File: config.mk
export PLATFORM = sky130hd
export DESIGN_NAME = idli_sqi_arb_m
export DESIGN_NICKNAME = d
export VERILOG_FILES = /design/src/rtl/idli_sqi_arb_m.sv
export SDC_FILE = /design/constraint.sdc
export NUM_CORES = 1
export LEC_CHECK = 0
export CORE_MARGIN = 2
export CORE_UTILIZATION = 33
export DETAILED_ROUTE_END_ITERATION = 10
export GPL_ROUTABILITY_DRIVEN = 0
export GPL_TIMING_DRIVEN = 0
export SLEW_MARGIN = 0
export SYNTH_ARGS = -nofsm -noshare
export SYNTH_HDL_FRONTEND = slang
export SYNTH_SLANG_ARGS = --single-unit
File: constraint.sdc
create_clock -name i_arb_gck -period 3.5 [get_ports i_arb_gck]
set_input_delay 0.875 -clock i_arb_gck [delete_from_list [all_inputs] [get_ports i_arb_gck]]
set_output_delay 0.875 -clock i_arb_gck [all_outputs]
set_load 0.02 [all_outputs]
File: src/rtl/idli_sqi_arb_m.sv
// Round-robin arbiter and SQI transaction sequencer for one memory channel shared by fetch (slot 0) and data (slot 1).
// Optional macro IDLI_SQI_ARB_BURST_EN: fetch reads continue with sequential words while i_arb_fetch_hold is high.
`timescale 1ns/1ps

module idli_sqi_arb_m #(
    parameter int ADDR_NIBBLES = 4,
    parameter int DATA_NIBBLES = 4
) (
    input  logic                      i_arb_gck,
    input  logic                      i_arb_rst,
    input  logic [1:0]                i_arb_req,
    input  logic                      i_arb_data_wr,
    input  logic [4*ADDR_NIBBLES-1:0] i_arb_addr_fetch,
    input  logic [4*ADDR_NIBBLES-1:0] i_arb_addr_data,
    output logic [1:0]                o_arb_gnt,
    input  logic [3:0]                i_arb_wr_data,
    output logic                      o_arb_wr_acp,
    output logic [3:0]                o_arb_rd_data,
    output logic [1:0]                o_arb_rd_vld,
    output logic [1:0]                o_arb_done,
    output logic                      o_arb_cs,
    output logic                      o_arb_sck_en,
    output logic [3:0]                o_arb_sio,
    output logic                      o_arb_sio_oe,
    input  logic [3:0]                i_arb_sio,
    input  logic                      i_arb_fetch_hold
);

    localparam int AW        = 4 * ADDR_NIBBLES;
    localparam int MAX_PHASE = (ADDR_NIBBLES > DATA_NIBBLES)
                             ? ((ADDR_NIBBLES > 2) ? ADDR_NIBBLES : 2)
                             : ((DATA_NIBBLES > 2) ? DATA_NIBBLES : 2);
    localparam int CNT_W     = $clog2(MAX_PHASE);

    localparam logic [CNT_W-1:0] CMD_LOAD   = CNT_W'(1);
    localparam logic [CNT_W-1:0] ADDR_LOAD  = CNT_W'(ADDR_NIBBLES - 1);
    localparam logic [CNT_W-1:0] DUMMY_LOAD = CNT_W'(1);
    localparam logic [CNT_W-1:0] DATA_LOAD  = CNT_W'(DATA_NIBBLES - 1);

    localparam logic [3:0] CMD_READ  = 4'h3;
    localparam logic [3:0] CMD_WRITE = 4'h2;

    typedef enum logic [2:0] {
        ST_IDLE,
        ST_CMD,
        ST_ADDR,
        ST_DUMMY,
        ST_DATA,
        ST_END
    } state_e;

    state_e           state_q, state_d;
    logic [CNT_W-1:0] cnt_q, cnt_d;
    logic             owner_q, owner_d;   // 0 = fetch, 1 = data
    logic             last_q, last_d;     // slot granted most recently
    logic             wr_q, wr_d;
    logic [AW-1:0]    addr_q, addr_d;
    logic [3:0]       sio_q;
    logic [3:0]       rd_data_q;
    logic [1:0]       rd_vld_q;

    logic [1:0]       gnt_c;
    logic             pick_c;
    logic             cap_rd_c;
    logic [3:0]       sio_c;
    logic [1:0]       owner_oh;

    assign owner_oh = {owner_q, ~owner_q};

`ifndef IDLI_SQI_ARB_BURST_EN
    logic unused_fetch_hold;
    assign unused_fetch_hold = i_arb_fetch_hold;
`endif

    // NOTE: every signal written here gets a default first, so no path can leave one unassigned and infer a latch.
    always_comb begin
        state_d      = state_q;
        cnt_d        = cnt_q;
        owner_d      = owner_q;
        last_d       = last_q;
        wr_d         = wr_q;
        addr_d       = addr_q;
        gnt_c        = 2'b00;
        pick_c       = 1'b0;
        cap_rd_c     = 1'b0;
        sio_c        = sio_q;
        o_arb_cs     = 1'b1;
        o_arb_sck_en = 1'b0;
        o_arb_sio_oe = 1'b0;
        o_arb_wr_acp = 1'b0;
        o_arb_done   = 2'b00;

        unique case (state_q)
            ST_IDLE: begin
                if (|i_arb_req) begin
                    // With both requesting, the slot not granted last wins.
                    pick_c  = (&i_arb_req) ? ~last_q : i_arb_req[1];
                    gnt_c   = pick_c ? 2'b10 : 2'b01;
                    owner_d = pick_c;
                    last_d  = pick_c;
                    wr_d    = pick_c & i_arb_data_wr;
                    addr_d  = pick_c ? i_arb_addr_data : i_arb_addr_fetch;
                    cnt_d   = CMD_LOAD;
                    state_d = ST_CMD;
                end
            end

            ST_CMD: begin
                o_arb_cs     = 1'b0;
                o_arb_sck_en = 1'b1;
                o_arb_sio_oe = 1'b1;
                if (cnt_q == CMD_LOAD) begin
                    sio_c = 4'h0;
                end else begin
                    sio_c = wr_q ? CMD_WRITE : CMD_READ;
                end
                if (cnt_q == '0) begin
                    cnt_d   = ADDR_LOAD;
                    state_d = ST_ADDR;
                end else begin
                    cnt_d = cnt_q - CNT_W'(1);
                end
            end

            ST_ADDR: begin
                o_arb_cs     = 1'b0;
                o_arb_sck_en = 1'b1;
                o_arb_sio_oe = 1'b1;
                sio_c        = addr_q[AW-1 -: 4];
                addr_d       = addr_q << 4;
                if (cnt_q == '0) begin
                    if (wr_q) begin
                        cnt_d   = DATA_LOAD;
                        state_d = ST_DATA;
                    end else begin
                        cnt_d   = DUMMY_LOAD;
                        state_d = ST_DUMMY;
                    end
                end else begin
                    cnt_d = cnt_q - CNT_W'(1);
                end
            end

            ST_DUMMY: begin
                o_arb_cs     = 1'b0;
                o_arb_sck_en = 1'b1;
                if (cnt_q == '0) begin
                    cnt_d   = DATA_LOAD;
                    state_d = ST_DATA;
                end else begin
                    cnt_d = cnt_q - CNT_W'(1);
                end
            end

            ST_DATA: begin
                o_arb_cs     = 1'b0;
                o_arb_sck_en = 1'b1;
                if (wr_q) begin
                    o_arb_sio_oe = 1'b1;
                    o_arb_wr_acp = 1'b1;
                    sio_c        = i_arb_wr_data;
                end else begin
                    cap_rd_c = 1'b1;
                end
                if (cnt_q == '0) begin
`ifdef IDLI_SQI_ARB_BURST_EN
                    // The memory keeps streaming the next word while CS stays low.
                    if (!owner_q && i_arb_fetch_hold && !i_arb_req[1]) begin
                        cnt_d = DATA_LOAD;
                    end else begin
                        state_d = ST_END;
                    end
`else
                    state_d = ST_END;
`endif
                end else begin
                    cnt_d = cnt_q - CNT_W'(1);
                end
            end

            ST_END: begin
                o_arb_done = owner_oh;
                state_d    = ST_IDLE;
            end

            default: begin
                state_d = ST_IDLE;
            end
        endcase
    end

    // Grant is a pure function of the request while idle, so it is masked during reset.
    assign o_arb_gnt     = gnt_c & {2{~i_arb_rst}};
    assign o_arb_sio     = sio_c;
    assign o_arb_rd_data = rd_data_q;
    assign o_arb_rd_vld  = rd_vld_q;

    // NOTE: sequential state uses non-blocking assignments so every flop samples pre-edge values.
    always_ff @(posedge i_arb_gck or posedge i_arb_rst) begin
        if (i_arb_rst) begin
            state_q   <= ST_IDLE;
            cnt_q     <= '0;
            owner_q   <= 1'b0;
            last_q    <= 1'b0;
            wr_q      <= 1'b0;
            addr_q    <= '0;
            sio_q     <= 4'h0;
            rd_data_q <= 4'h0;
            rd_vld_q  <= 2'b00;
        end else begin
            state_q  <= state_d;
            cnt_q    <= cnt_d;
            owner_q  <= owner_d;
            last_q   <= last_d;
            wr_q     <= wr_d;
            addr_q   <= addr_d;
            sio_q    <= sio_c;
            rd_vld_q <= cap_rd_c ? owner_oh : 2'b00;
            if (cap_rd_c) begin
                rd_data_q <= i_arb_sio;
            end
        end
    end

endmodule

==> results of run 1 <==
==> area by class of cell <==
class	instances	area [um^2]
well taps	75	93.84
clock buffers	5	68.82
repair buffers	63	625.6
flip-flops and latches	33	825.8
plain buffers	14	127.6
clock inverters	3	17.52
inverters	9	37.54
fillers	607	3039
multi-input cells	129	974.7
repair inverters	1	5.005
==> routing by layer <==
layer / routed length [um] / track usage, % / vias up / share of wire, %
met5: 0 / 0 / - / 0
met2: 2220 / 23.64 / 47 / 47
li1: - / - / 822 / -
met1: 2199 / 20.89 / 788 / 47
met3: 193 / 2.333 / 6 / 4.1
met4: 64 / 5.593 / 0 / 1.4
==> cells by family after synthesis <==
family          after synthesis  share of synthesized area [%]
compound gates               51                          18.43
xor+xnor                      2                         0.8930
fa+ha+maj                     3                          1.913
buf+inv                      23                          8.227
flops                        33                          42.09
mux                          22                          11.48
simple gates                 51                          16.97
==> state kept, by name, indices dropped and copies added (netlist names) <==
name           cells
cnt_q              2
wr_q               1
o_arb_rd_data      4
o_arb_rd_vld       2
state_q            3
sio_q              4
last_q             1
addr_q            16
==> path summary, 6_finish.rpt <==
kind | startpoint | to | slack (ns) | cells after the start
worst min-delay path | o_arb_rd_data[2] | o_arb_rd_data[2] | 0.51 | 1
max in group asynchronous | i_arb_rst | addr_q[5] | 1.91 | 2
worst max-delay path | i_arb_req[1] | o_arb_gnt[1] | 0.05 | 6
worst min register to register | o_arb_rd_data[2] | o_arb_rd_data[2] | 0.51 | 1
worst max register to register | cnt_q[0] | cnt_q[1] | 1.83 | 5
min in group asynchronous | i_arb_rst | o_arb_rd_data[3] | 1.11 | 3
==> cell usage after synthesis, drive strengths merged (3+ instances only) <==
cell type	count	area (um^2)
ha	3	37.54
a21oi	14	70.07
nor3	5	41.29
nand2	4	15.01
o211ai	4	30.03
buf	14	127.6
o221ai	3	26.28
a221o	3	30.03
a211oi	10	90.09
mux2i	18	180.2
or3b	4	37.54
dfrtp	33	825.8
inv	9	33.78
o21ai	8	40.03
nor2	19	88.84
mux2	4	45.04
nand2b	4	25.02
==> through the flow <==
step                      hold WS, ns  area [um^2]  TNS, ns  total power [uW]
final                          0.5078         2776        0              2249
after global routing           0.5361         2776        0              2430
after CTS                      0.5143         2769        0              2272
after detailed placement       0.4984         2676  -0.7730              1985
after global placement         0.4972         2676  -0.7840              1961
after floorplan                0.4800         1962        0              1552
==> repair_timing <==
action | CTS | global route
buffers inserted | 0 | 1
hold endpoints to repair | 0 | 0
setup endpoints to repair | 2 | 1
resized for setup | 3 | 0
gates cloned | 1 | 0
==> worst max-delay path: stages <==
cell	delay [ns]
clkdlybuf4s50_1	0.63
a21boi_2	0.23
buf_6	0.19
buf_12	0.15
and3_2	0.17
dlygate4sd2_1	0.33
==> power by group <==
group	switching (uW)	internal [uW]	total (uW)	leakage, uW
Sequential	106	557	663	0.000393
Clock	145	137	282	0.0000439
Combinational	667	637	1300	0.000698
==> placed cells by master (no fill, tap or decap), types with 4 or more instances in the layout <==
master,count
mux2i_1,18
clkbuf_8,5
inv_1,8
buf_6,7
nor2_1,16
a21oi_1,14
a211oi_1,7
dfrtp_1,33
nand2_1,4
clkdlybuf4s50_1,60
mux2_2,4
o211ai_1,4
o21ai_1,5
buf_2,5
nand2b_1,4
==> results_dict.tcl, run 1 <==
set metrics [dict create \
    timing_max_transition_violations_final 0 \
    finalNetCount 305 \
    cts.reportedPaths.clkPinSlew_ns 0.07 \
    report.final.hold_viol_count 0 \
    pre_cts_slack_ns -0.6923 \
    insertion_delay_ns 0.29 \
    cts.root.buffer_cell "clkbuf_8" \
    tightest_slew_ns 0.7959 \
    cts-buffers-inserted 5 \
    period_minus_slack_ns 3.453 \
    clock_tree_from_tritoncts "done" \
    fin_crit_sh_pct 98.64 \
    rows 28 \
    async_flop_share_pct 100.0 \
    crit_type "primary input to primary output" \
    ios 64 \
    synthesized_netlist_cell_count 185 \
    mappedNetlistArea_um2 1962 \
    post_drt_wl_per_cell_um 14.09 \
    max-vdd-ir-drop_v 0.0005620 \
    drive_above_1_share_pct 16.73 \
    port_buffers 62 \
    grt_pass1_vias 1536 \
    max_cap_viol_count 0 \
    core_area_um2 5816 \
    start_util_pct 33.73 \
    worst_clock_skew_ns 0.004645 \
    antenna_found_initial 0 \
    ys.warnings.count 0 \
    vias 1663 \
    cts_hold_buffers 0 \
    worst-endpoint-arrival_ns 2.58 \
    die_h_um 81.11 \
    vias_per_cell 5.009 \
    placed_cells_incl_taps 322 \
    crit_path_start_kind "primary input" \
    maximum_number_of_pins_on_one_net_before_global_route_repair 18 \
    postSynthNetCount 234 \
    grt_first_pass_wirelength_mm 7.417 \
    grt_setup_unrepaired "no" \
    crit_end_element "primary output" \
    worst-endpoint-required_ns 2.62 \
    design.die.area_um2 6578 \
    synth-main-ff-cell "dfrtp_1" \
    post_synth_num_cell_types 48 \
    min_path_type "flip-flop to flip-flop" \
    die_width_um 81.11 \
    final.setup.worst_slack_ns 0.04747 \
    antenna_cells_inserted 0 \
    final_cells 332 \
    ctsLongestPathBuffers 2 \
    post_synthesis_mean_instance_area_um2 10.60 \
    utilization_pct 47.74 \
    yosys_register_bits 33 \
    critical_path.max_fanout 10 \
    grt_usage_pct 15.02 \
    max_freq_mhz 289.6 \
    drc 0 \
    grt_remaining_overflow 0 \
    synth_enable_flop_cells 0 \
    seq_area_frac_synth_pct 42.09 \
    finalSetupViolCount 0 \
    p_leak_uw 0.001135 \
    total_power_per_unit_cell_area_nw_per_um2 810.0 \
    antenna_violating_nets_post_route 0 \
    slew-limit-headroom_pct 46.65 \
    routed_wirelength_mm 4.678 \
    area_overhead_of_the_layout_relative_to_synthesis_pct 41.52 \
    run_status "finished clean" \
    dpl.hpwl_mm 3.352 \
    clock_sink_count 33 \
    dr.pass1.iters 4 \
    drt_iter0_drc 75 \
    ctsHtreeMaxLevel 2 \
]
(Power assumes the default switching activity.)
==> run 2: changes to the inputs <==
--- a/config.mk
+++ b/config.mk
@@ -5,6 +5,7 @@
 export SDC_FILE = /design/constraint.sdc
 export NUM_CORES = 1
 export LEC_CHECK = 0
+export ABC_CLOCK_PERIOD_IN_PS = 3500
 export CORE_MARGIN = 2
 export CORE_UTILIZATION = 33
 export DETAILED_ROUTE_END_ITERATION = 10
==> results of run 2 <==
Same layout as run 1: the final DEF is identical, and so are final timing and power.
